**config.mk**
```make
export PLATFORM = sky130hd
export DESIGN_NAME = uart_rx_core
export DESIGN_NICKNAME = d
export VERILOG_FILES = /design/src/rtl/uart_rx_core.sv
export SDC_FILE = /design/constraint.sdc
export NUM_CORES = 1
export LEC_CHECK = 0
export ABC_AREA = 1
export CAP_MARGIN = 20
export CORE_ASPECT_RATIO = 0.9
export CORE_MARGIN = 2
export CORE_UTILIZATION = 36
export DETAILED_ROUTE_END_ITERATION = 7
export GPL_TIMING_DRIVEN = 0
export PLACE_DENSITY_LB_ADDON = 0.15
export SETUP_SLACK_MARGIN = 0.1
export SYNTH_ARGS = -nofsm -noshare
export SYNTH_HDL_FRONTEND = slang
export SYNTH_SLANG_ARGS = --single-unit
```
**constraint.sdc**
```tcl
create_clock -name clk -period 1.6 [get_ports clk]
set_input_delay 0.48 -clock clk [delete_from_list [all_inputs] [get_ports clk]]
set_output_delay 0.48 -clock clk [all_outputs]
set_load 0.1 [all_outputs]
```
**src/rtl/uart_rx_core.sv**
```systemverilog
// Parametrised UART receiver: 2-flop synchroniser, mid-bit sampling, optional parity,
// 1 or 2 stop bits, and a valid/ready output port with an overrun pulse.
module uart_rx_core #(
    parameter int unsigned DATA_BITS    = 8,
    parameter int unsigned CLKS_PER_BIT = 868,
    parameter int unsigned PARITY       = 0,
    parameter int unsigned STOP_BITS    = 1
) (
    input  logic                 clk,
    input  logic                 rst,
    input  logic                 rx,
    output logic [DATA_BITS-1:0] rx_data,
    output logic                 rx_valid,
    input  logic                 rx_ready,
    output logic                 parity_err,
    output logic                 frame_err,
    output logic                 overrun,
    output logic                 busy
);

    localparam int unsigned TW = $clog2(CLKS_PER_BIT);
    localparam int unsigned BW = $clog2(DATA_BITS);
    localparam logic [TW-1:0] MID_CNT  = TW'((CLKS_PER_BIT - 1) / 2);
    localparam logic [TW-1:0] LAST_CNT = TW'(CLKS_PER_BIT - 1);
    localparam logic [BW-1:0] LAST_BIT = BW'(DATA_BITS - 1);
    localparam logic          LAST_STP = 1'(STOP_BITS - 1);
    localparam logic          ODD_PAR  = (PARITY == 1);

    typedef enum logic [2:0] {
        S_IDLE,
        S_START,
        S_DATA,
        S_PARITY,
        S_STOP,
        S_DONE
    } state_t;

    state_t                 r_state;
    logic                   r_rx_s1;
    logic                   r_rx_s2;
    logic                   r_rx_prev;
    logic [TW-1:0]          r_timer;
    logic [BW-1:0]          r_bit;
    logic                   r_stop;
    logic [DATA_BITS-1:0]   r_shift;
    logic                   r_perr;
    logic                   r_ferr;

    logic w_rxs;
    logic w_fall;
    logic w_mid;
    logic w_bit_tick;
    logic w_accept;
    logic w_par_bad;

    assign w_rxs      = r_rx_s2;
    assign w_fall     = r_rx_prev & ~w_rxs;
    assign w_mid      = (r_timer == MID_CNT);
    assign w_bit_tick = (r_timer == LAST_CNT);
    assign w_accept   = rx_valid & rx_ready;
    assign w_par_bad  = ((^r_shift) ^ w_rxs) != ODD_PAR;
    assign busy       = (r_state != S_IDLE);

    // Receive FSM; a start edge seen in DONE goes straight to START so back-to-back frames survive
    always_ff @(posedge clk or posedge rst) begin
        if (rst) begin
            r_state    <= S_IDLE;
            r_rx_s1    <= 1'b1;
            r_rx_s2    <= 1'b1;
            r_rx_prev  <= 1'b1;
            r_timer    <= '0;
            r_bit      <= '0;
            r_stop     <= 1'b0;
            r_shift    <= '0;
            r_perr     <= 1'b0;
            r_ferr     <= 1'b0;
            rx_data    <= '0;
            rx_valid   <= 1'b0;
            parity_err <= 1'b0;
            frame_err  <= 1'b0;
            overrun    <= 1'b0;
        end else begin
            r_rx_s1   <= rx;
            r_rx_s2   <= r_rx_s1;
            r_rx_prev <= w_rxs;
            overrun   <= 1'b0;
            r_timer   <= r_timer + TW'(1);
            if (w_accept) begin
                rx_valid <= 1'b0;
            end
            case (r_state)
                S_IDLE: begin
                    r_timer <= '0;
                    if (w_fall) begin
                        r_state <= S_START;
                    end
                end
                S_START: begin
                    if (w_mid) begin
                        r_timer <= '0;
                        if (!w_rxs) begin
                            r_state <= S_DATA;
                            r_bit   <= '0;
                            r_perr  <= 1'b0;
                            r_ferr  <= 1'b0;
                        end else begin
                            r_state <= S_IDLE;
                        end
                    end
                end
                S_DATA: begin
                    if (w_bit_tick) begin
                        r_timer <= '0;
                        r_shift <= {w_rxs, r_shift[DATA_BITS-1:1]};
                        r_bit   <= r_bit + BW'(1);
                        if (r_bit == LAST_BIT) begin
                            r_stop  <= 1'b0;
                            r_state <= (PARITY != 0) ? S_PARITY : S_STOP;
                        end
                    end
                end
                S_PARITY: begin
                    if (w_bit_tick) begin
                        r_timer <= '0;
                        r_perr  <= w_par_bad;
                        r_state <= S_STOP;
                    end
                end
                S_STOP: begin
                    if (w_bit_tick) begin
                        r_timer <= '0;
                        if (!w_rxs) begin
                            r_ferr <= 1'b1;
                        end
                        if (r_stop == LAST_STP) begin
                            r_state <= S_DONE;
                        end else begin
                            r_stop <= r_stop + 1'b1;
                        end
                    end
                end
                S_DONE: begin
                    r_timer <= '0;
                    if (!rx_valid || w_accept) begin
                        rx_data    <= r_shift;
                        parity_err <= r_perr;
                        frame_err  <= r_ferr;
                        rx_valid   <= 1'b1;
                    end else begin
                        overrun <= 1'b1;
                    end
                    r_state <= w_fall ? S_START : S_IDLE;
                end
                default: begin
                    r_state <= S_IDLE;
                end
            endcase
        end
    end

endmodule
```
==> results.tsv, run 1 <==
stage	metric	value	unit
clock_tree	clock-sinks	41	
sta	worstMarginPinSlew	0.713	ns
routing	drt-total-wl	4.63	mm
clock_tree	cts_buffers	5	
global_routing	overflow	0	
sta	hold_viol_final	0	
power	swShare	32.6	%
routing	vias	1791	
layout	regArea	1030	um2
floorplan	die_w	86.0	um
floorplan	core_area	5760	um2
setup_path	worstSetupStartpointType	flop	
placed_design	dp_cells	354	
sta	rsz0062_at_grt	true	
floorplan	rows	26	
layout	area_growth	31.1	%
sta	maxSlewViolCount	0	
clock_tree	clk_path_buf_depth	2	
sta	layout_min_cycle_time	1.71	ns
power	power_frac_clock	26.1	%
placed_design	dp.final_hpwl	3.05	mm
power	seq_power_share	45.8	%
clock_tree	htree_levels	2	
routing	drtIter0Drc	87	
routing	route.antenna.remaining_nets	0	
power	intPower	1.79	mW
layout	n_fill_cell	547	
global_routing	grt_max_degree	42	
routing	drc_errors	0	
power	power.total	2.66	mW
placed_design	port_buffers	16	
layout	nets	318	
floorplan	start_util	37.8	%
clock_tree	cts_tree	yes	
power	ir_drop	412	uV
floorplan	die_area	6680	um2
status	outcome	complete, but fails checks	
routing	wl_per_cell	12.2	um
layout	layout-drive-gt1-share	34.7	%
synth	synth.area.top_cells	dfrtp_1 44%, nand2_1 16%, inv_1 6.0%	
synth	ys.flop_type	dfrtp_1	
routing	vias_per_cell	4.70	
sta	post-route-period-util	107	%
status	violations	setup timing	
placed_design	gp_congestion	0.845	
synth	synth_top_area_share	43.7	%
power	power_density	934	nW/um2
synth	syn_nets	276	
sta	skew	0.00982	ns
global_routing	grt_pass1_vias	1724	
power	p_sw	0.869	mW
clock_tree	clk_pin_slew	0.08	ns
layout	multi_input_area	1120	um2
sta	finalWorstSetupSlack	-0.110	ns
synth	yosys_register_bits	41	
clock_tree	cts_root_buffer	clkbuf_8	
global_routing	grt_pass1_wl	7.83	mm
synth	yosysSeqAreaShare	47.3	%
synth	synth_edf_count	0	
synth	synth.cell_area	2180	um2
synth	ys_types	30	
synth	yosys.area.top_type	dfrtp_1	
setup_path	cp_data_arrival_time	1.23	ns
sta	setup_viol_count_final	1	
synth	yosys_warnings	0	
floorplan	io-pin-count	17	
setup_path	critPathMaxStageDelay	0.40	ns
synth	synthTopCellsByCount	90 x nand2_1, 38 x dfrtp_1, 35 x inv_1	
layout	fin_cells	381	
setup_path	worstPathRequired	1.12	ns
setup_path	critPathSlowestCell	dfrtp_1	
synth	yosysMostFrequentCell	nand2_1	
sta	max_freq	585	MHz
job	cap_violations	0	
sta	fin_tns_setup	-0.110	ns
sta	slew_headroom	52.4	%
clock_tree	clk_latency	0.29	ns
setup_path	cp.buffers_inverters	3	
setup_path	path_cells	inv_2 > nand2_4 > nor2_4 > clkinvlp_4 > buf_12	
setup_path	timing_worst_setup_path_type	flop to output port	
layout	n_antenna_cell	0	
synth	avgSynthCellArea	8.12	um2
setup_path	crit_fanout	2	
sta	hold_ws	0.359	ns
hold_path	hold_class	flop to flop	
global_routing	antenna_found_initial	0	
synth	synthArstFlopShare	100	%
placed_design	dpl_worst_slack	-0.699	ns
power	leakage	1.48	nW
setup_path	cp-end-kind	output port	
synth	syn_inst	268	
floorplan	die_h	77.8	um
setup_path	path_delay_family	flip-flops	
routing	drt_first_pass_iters	4	
power	combPwrFrac	28.1	%
global_routing	grt_usage	14.6	%
-- power by group through the flow --
stage | clock network, mW | logic, mW | registers [mW]
floorplan | 0 | 0.429 | 1.21
global placement | 0 | 0.513 | 1.24
detailed placement | 0 | 0.518 | 1.24
CTS | 0.729 | 0.649 | 1.22
global route | 0.778 | 0.835 | 1.23
finish | 0.694 | 0.748 | 1.22
-- sequential cells by signal (all words and copies together), names as in the netlist --
register / count
r_timer: 10
r_shift: 8
rx_data: 8
r_bit: 3
r_state: 3
frame_err: 1
overrun: 1
parity_err: 1
r_ferr: 1
r_perr: 1
r_rx_prev: 1
r_rx_s1: 1
r_rx_s2: 1
rx_valid: 1
-- stage by stage --
step | utilization, % | cell area [um2]
after CTS | 45.5 | 2620
after global placement | 42.4 | 2440
after floorplan | - | 2190
after detailed placement | 42.4 | 2440
after global routing | 49.5 | 2850
final | 49.5 | 2850
-- layout make-up --
cell class / instances / share of cell area [%]
buffer: 4 / 1.71
clock buffer: 8 / 3.16
inverter: 40 / 5.62
multi-input combinational: 183 / 39.1
sequential: 41 / 36.2
tap: 70 / 3.07
timing repair buffer: 35 / 11.1
-- routing by layer --
metal  share of wire, %  vias up  GRT usage [%]
met1                 51      831           21.5
li1                   -      930              -
met3                3.7        6           2.98
met2                 44       24           21.4
met4                1.6        0           4.92
met5                  0        -              0
-- final timing paths --
path | start | to | slack, ns | depth (start not counted)
min reg2reg | r_rx_s1 | r_rx_s2 | 0.36 | 0
min in group asynchronous | rst | r_timer[5] | 0.60 | 2
min | r_rx_s1 | r_rx_s2 | 0.36 | 0
max reg2reg | r_timer[1] | r_shift[4] | 0.12 | 7
max | r_state[0] | busy | -0.11 | 5
max in group asynchronous | rst | rx_valid | 0.53 | 2
-- repair_timing --
item                       4_1_cts  5_1_grt
setup endpoints to repair       36       35
pin swaps                        5       14
resized for setup               86       57
hold buffers                     0        0
cloned                           0        1
buffers inserted                12        6
-- worst register-to-register path, stage by stage (launching register included) --
cell,delay (ns)
dfrtp_1,0.41
ha_4,0.19
inv_4,0.04
nor2_4,0.10
nand4_4,0.16
nor2_8,0.23
clkbuf_16,0.20
o21ai_2,0.06
-- cells by family after synthesis --
| logic type | Yosys count | synth area share, % |
|---|---|---|
| flops | 41 | 47.3 |
| simple gates | 148 | 32.7 |
| buf+inv | 44 | 8.97 |
| fa+ha+maj | 4 | 2.30 |
| xor+xnor | 2 | 0.805 |
| mux | 3 | 1.50 |
| compound gates | 26 | 6.38 |
-- cells in the final DEF, fill, tap and decap left out, types with 2 or more instances in the layout --
| cell type | n |
|---|---|
| o21ai_1 | 4 |
| buf_4 | 26 |
| dfrtp_1 | 35 |
| buf_6 | 7 |
| xor2_1 | 2 |
| nor2_4 | 6 |
| ha_1 | 3 |
| nand2_4 | 8 |
| mux2_2 | 2 |
| nand2_1 | 74 |
| inv_1 | 31 |
| nand3_2 | 5 |
| clkbuf_8 | 6 |
| clkdlybuf4s50_1 | 3 |
| inv_4 | 2 |
| nor2_1 | 13 |
| a31oi_1 | 3 |
| dfrtp_2 | 3 |
| inv_2 | 5 |
| o21ai_0 | 9 |
| o21ai_2 | 6 |
| clkbuf_1 | 2 |
| nor2_2 | 5 |
| nand4_1 | 7 |
| nand3_1 | 12 |
| nand2_2 | 13 |
| dfstp_2 | 3 |
(Power assumes the default switching activity.)
==> run 2: changes to the inputs <==
- PLACE_DENSITY_LB_ADDON: 0.15 -> 0.12
==> results.tsv, run 2 (synthesized netlist as in run 1, its figures left out) <==
stage	metric	value	unit
sta	setup_viol_count_final	1	
clock_tree	clk_path_buf_depth	2	
routing	route.antenna.remaining_nets	0	
setup_path	r2r-end	r_shift[7]	
placed_design	dp_cells	355	
floorplan	core_area	5760	um2
setup_path	cp_data_arrival_time	1.21	ns
floorplan	die_w	86.0	um
layout	nets	316	
routing	drc_errors	0	
sta	rsz0062_at_grt	true	
clock_tree	clk_pin_slew	0.09	ns
global_routing	grt_pass1_vias	1642	
clock_tree	ctsHoldBuffers	0	
layout	utilization	48.9	%
sta	hold_ws	0.359	ns
layout	final_cell_mix	72 x nand2_1, 35 x dfrtp_1, 30 x inv_1	
clock_tree	cts_tree	yes	
power	power_density	930	nW/um2
setup_path	crit_fanout	2	
routing	drt_first_pass_iters	4	
layout	largest_reg_flops	10	
clock_tree	cts_buffers	5	
hold_path	min_to	r_rx_s2	
placed_design	dpl_worst_slack	-0.694	ns
setup_path	cp.buffers_inverters	3	
power	leakage	1.45	nW
layout	fin_cells	379	
hold_path	worstHoldStart	r_rx_s1	
routing	wl_per_cell	11.6	um
global_routing	grt_pass1_wl	7.51	mm
clock_tree	htree_levels	2	
clock_tree	clk_latency	0.30	ns
setup_path	cp-end-kind	output port	
setup_path	path_cells	inv_2 > nand2_4 > nor2_4 > clkinvlp_4 > buf_12	
routing	vias_per_cell	4.75	
hold_path	hold_depth	0	
global_routing	grt_usage	14.3	%
layout	layout-drive-gt1-share	35.3	%
sta	skew	0.0115	ns
setup_path	path_delay_family	flip-flops	
floorplan	die_area	6680	um2
setup_path	worstPathRequired	1.12	ns
routing	drtIter0Drc	98	
sta	maxSlewViolCount	0	
layout	largest-register	r_timer	
setup_path	r2r_cells	7	
layout	layout_commonest_cell	nand2_1	
layout	n_antenna_cell	0	
sta	max_freq	592	MHz
floorplan	die_h	77.8	um
setup_path	r2r_setup_slack	0.14	ns
global_routing	antenna_found_initial	0	
setup_path	critPathSlowestCell	dfrtp_1	
sta	slew_headroom	81.4	%
global_routing	grt_max_degree	42	
hold_path	hold_class	flop to flop	
placed_design	gp_congestion	0.826	
routing	drt-total-wl	4.41	mm
sta	layout_min_cycle_time	1.69	ns
power	power.total	2.62	mW
placed_design	port_buffers	16	
floorplan	rows	26	
setup_path	timing_worst_setup_path_type	flop to output port	
clock_tree	clock-sinks	41	
setup_path	critPathMaxStageDelay	0.40	ns
setup_path	reg2reg_from	r_timer[1]	
setup_path	worstSetupStartpointType	flop	
layout	n_fill_cell	564	
sta	post-route-period-util	106	%
global_routing	overflow	0	
clock_tree	cts_root_buffer	clkbuf_8	
routing	vias	1802	
layout	area_growth	29.5	%
floorplan	io-pin-count	17	
sta	hold_viol_final	0	
floorplan	start_util	37.8	%
placed_design	dp.final_hpwl	2.95	mm
status	violations	setup timing	
layout	reg.largest.list	r_timer x10, r_shift x8, rx_data x8	
sta	worstMarginPinSlew	0.281	ns
status	outcome	complete, but fails checks	
power	ir_drop	367	uV
job	cap_violations	0	
sta	finalWorstSetupSlack	-0.0881	ns
-- run 2: what timing repair did --
action	CTS	global route
gates cloned	0	1
setup buffers	11	4
endpoints found under the hold margin	0	0
pin swaps	3	10
setup endpoints to repair	34	32
gates resized for setup	85	53
-- run 2: cell type report --
cell class | count | area [um2] | share of cell area (%)
well taps | 70 | 87.6 | 3.11
clock inverters | 3 | 17.5 | 0.622
multi-input cells | 183 | 1100 | 38.9
clock buffers | 5 | 68.8 | 2.44
flip-flops and latches | 41 | 1030 | 36.7
plain buffers | 4 | 48.8 | 1.73
inverters | 40 | 159 | 5.64
repair buffers | 33 | 305 | 10.8
-- run 2: worst register-to-register path: stages (launching register included) --
cell	delay, ns
dfrtp_2	0.41
ha_4	0.18
inv_4	0.04
nor2_4	0.12
nand4_4	0.16
nor2_8	0.21
clkbuf_16	0.19
o21ai_1	0.05
-- run 2: where the power goes --
group / internal (mW) / switching (mW)
clock network: 0.301 / 0.368
logic: 0.309 / 0.423
registers: 1.12 / 0.0974
total: 1.73 / 0.889
-- run 2: how the worst max path moves through the flow --
stage / startpoint / to / slack (ns) / depth (start not counted)
after CTS: r_state[1] / busy / -0.10 / 5
final: r_state[0] / busy / -0.09 / 5
after detailed placement: r_state[1] / busy / -0.69 / 5
after global routing: r_state[1] / busy / -0.17 / 5
after global placement: rst / rx_valid / -0.92 / 2
after floorplan: r_state[1] / busy / -0.02 / 4
-- run 2: metal layers --
metal | track usage (%) | vias to the layer above | share of wire (%)
li1 | - | 928 | -
met1 | 21.0 | 839 | 52
met2 | 20.5 | 28 | 43
met3 | 2.98 | 7 | 3.6
met4 | 5.56 | 0 | 1.4
met5 | 0 | - | 0
-- run 2: per-stage QoR --
step | setup TNS, ns | area [um2]
3_5_place_dp | -6.34 | 2460
2_1_floorplan | -0.0204 | 2190
3_3_place_gp | -37.59 | 2440
4_1_cts | -0.102 | 2620
5_1_grt | -0.169 | 2820
6_report | -0.0881 | 2820
==> run 3: changes to the inputs <==
- CORE_UTILIZATION: 36 -> 40
- CTS_CLUSTER_SIZE: not set -> 12
- GPL_TIMING_DRIVEN: 0 -> not set
==> results.tsv, run 3 (synthesized netlist as in run 1, its figures left out) <==
stage	metric	value	unit
power	p_sw	0.873	mW
layout	layout_commonest_cell	nand2_1	
floorplan	die_w	81.7	um
placed_design	dpl_worst_slack	0.0168	ns
routing	wl_per_cell	11.5	um
hold_path	hold_depth	0	
placed_design	port_buffers	16	
sta	slew_headroom	80.6	%
setup_path	r2r_setup_slack	0.10	ns
setup_path	path_delay_family	flip-flops	
job	cap_violations	0	
setup_path	path_depth	5	
floorplan	start_util	41.4	%
layout	largest_reg_flops	10	
hold_path	hold_class	flop to flop	
power	power_density	958	nW/um2
layout	area_growth	35.7	%
setup_path	timing_worst_setup_path_type	flop to output port	
sta	setup_viol_count_final	1	
layout	multi_input_area	1070	um2
global_routing	grt_pass1_wl	7.09	mm
clock_tree	clk_latency	0.29	ns
routing	vias	1761	
setup_path	r2r-end	r_bit[1]	
sta	rsz0062_at_grt	true	
sta	worstMarginPinSlew	0.290	ns
power	leakage	1.46	nW
floorplan	die_h	74.0	um
hold_path	worstHoldStart	r_rx_s1	
floorplan	die_area	6050	um2
layout	largest-register	r_timer	
placed_design	dpl_cell_area	2640	um2
clock_tree	cts_root_buffer	clkbuf_8	
clock_tree	clk_path_buf_depth	2	
status	violations	setup timing	
routing	drt-total-wl	4.31	mm
clock_tree	cts_buffers	5	
clock_tree	clk_pin_slew	0.08	ns
clock_tree	clock-sinks	41	
setup_path	critPathSlowestCell	dfrtp_2	
global_routing	grt_pass1_vias	1533	
routing	drtIter0Drc	68	
routing	drc_errors	0	
sta	hold_viol_final	0	
setup_path	crit_fanout	2	
layout	final_cell_area	2950	um2
hold_path	min_to	r_rx_s2	
power	intPower	1.96	mW
setup_path	worstPathRequired	1.12	ns
layout	reg.largest.list	r_timer x10, r_shift x8, rx_data x8	
routing	drt_first_pass_iters	4	
clock_tree	cts_tree	yes	
setup_path	critPathMaxStageDelay	0.42	ns
setup_path	path_cells	inv_2 > nand2_4 > nor2_4 > clkinvlp_4 > buf_12	
power	swShare	30.9	%
power	seq_power_share	43.1	%
power	ir_drop	495	uV
global_routing	overflow	0	
clock_tree	ctsHoldBuffers	0	
routing	route.antenna.remaining_nets	0	
sta	skew	0.00572	ns
global_routing	grt_usage	15.3	%
power	combPwrFrac	26.4	%
sta	finalWorstSetupSlack	-0.112	ns
sta	maxSlewViolCount	0	
global_routing	grt_max_degree	42	
layout	nets	315	
setup_path	cp-end-kind	output port	
setup_path	reg2reg_from	r_timer[1]	
sta	max_freq	584	MHz
floorplan	core_area	5260	um2
layout	n_antenna_cell	0	
setup_path	cp_data_arrival_time	1.23	ns
layout	layout-drive-gt1-share	33.1	%
sta	post-route-period-util	107	%
power	power.total	2.83	mW
layout	n_fill_cell	468	
routing	vias_per_cell	4.70	
status	outcome	complete, but fails checks	
sta	hold_ws	0.361	ns
setup_path	cp.buffers_inverters	3	
setup_path	worstSetupStartpointType	flop	
placed_design	dp.final_hpwl	2.99	mm
sta	layout_min_cycle_time	1.71	ns
layout	regArea	1030	um2
power	power_frac_clock	30.5	%
setup_path	r2r_cells	8	
clock_tree	htree_levels	2	
floorplan	io-pin-count	17	
layout	final_cell_mix	78 x nand2_1, 35 x dfrtp_1, 30 x inv_1	
placed_design	gp_congestion	0.776	
floorplan	rows	25	
global_routing	antenna_found_initial	0	
-- run 3: changes by cell type in the layout (fill, tap and decap cells not counted), moves of 3 or more --
cell / previous run / this run
nand2_2: 16 / 13
o21ai_1: 6 / 2
nand2_1: 72 / 78
buf_4: 25 / 14
nand2_4: 7 / 4
buf_12: 2 / 15
-- run 3: repair_timing --
| item | in CTS | in global routing |
|---|---|---|
| resized for setup | 3 | 43 |
| cloned | 0 | 1 |
| endpoints found under the setup margin | 2 | 25 |
| hold endpoints to repair | 0 | 0 |
| setup buffers | 3 | 4 |
| pin swaps | 1 | 15 |
-- run 3: worst register-to-register path, stage by stage, from the launching register on --
cell and delay, ns:
dfrtp_1 0.41, ha_4 0.18, inv_2 0.05, nor2_4 0.12, nand4_4 0.17, nor2_8 0.24
clkbuf_16 0.18, nand2_2 0.04, nand2_1 0.06
-- run 3: how the worst max path moves through the flow --
stage | from | end | slack (ns)
6_report | r_state[1] | busy | -0.11
5_1_grt | r_state[1] | busy | -0.17
4_1_cts | r_state[1] | busy | -0.11
3_5_place_dp | rx_ready | rx_data[4] | 0.02
3_3_place_gp | rx_ready | rx_data[4] | 0.03
2_1_floorplan | r_state[1] | busy | -0.02
-- run 3: power by group through the flow --
stage               clock network [mW]  registers (mW)  logic (mW)
global route                     0.938            1.23       0.818
CTS                              0.886            1.20       0.665
floorplan                            0            1.21       0.429
global placement                     0            1.22       0.634
finish                           0.862            1.22       0.748
detailed placement                   0            1.23       0.636
-- run 3: per-layer routing --
layer  global-route usage [%]  vias to the layer above  routed length [um]
li1                         -                      925                   -
met1                     23.2                      811                2270
met2                     21.3                       18                1870
met3                     4.00                        7                 110
met4                     5.00                        0                  57
met5                        0                        -                   0
-- run 3: metrics by stage --
stage / TNS (ns) / utilization, % / instances
6_report: -0.112 / 56.2 / 375
5_1_grt: -0.177 / 56.2 / 375
4_1_cts: -0.111 / 52.9 / 370
3_5_place_dp: 0 / 50.1 / 359
3_3_place_gp: 0 / 50.1 / 359
2_1_floorplan: -0.0204 / - / 268
-- run 3: area by class of cell --
class	count	area share [%]
multi-input cells	183	36.2
flip-flops and latches	41	35.0
repair buffers	36	16.7
inverters	40	5.30
clock buffers	7	2.92
well taps	67	2.84
clock inverters	1	1.02
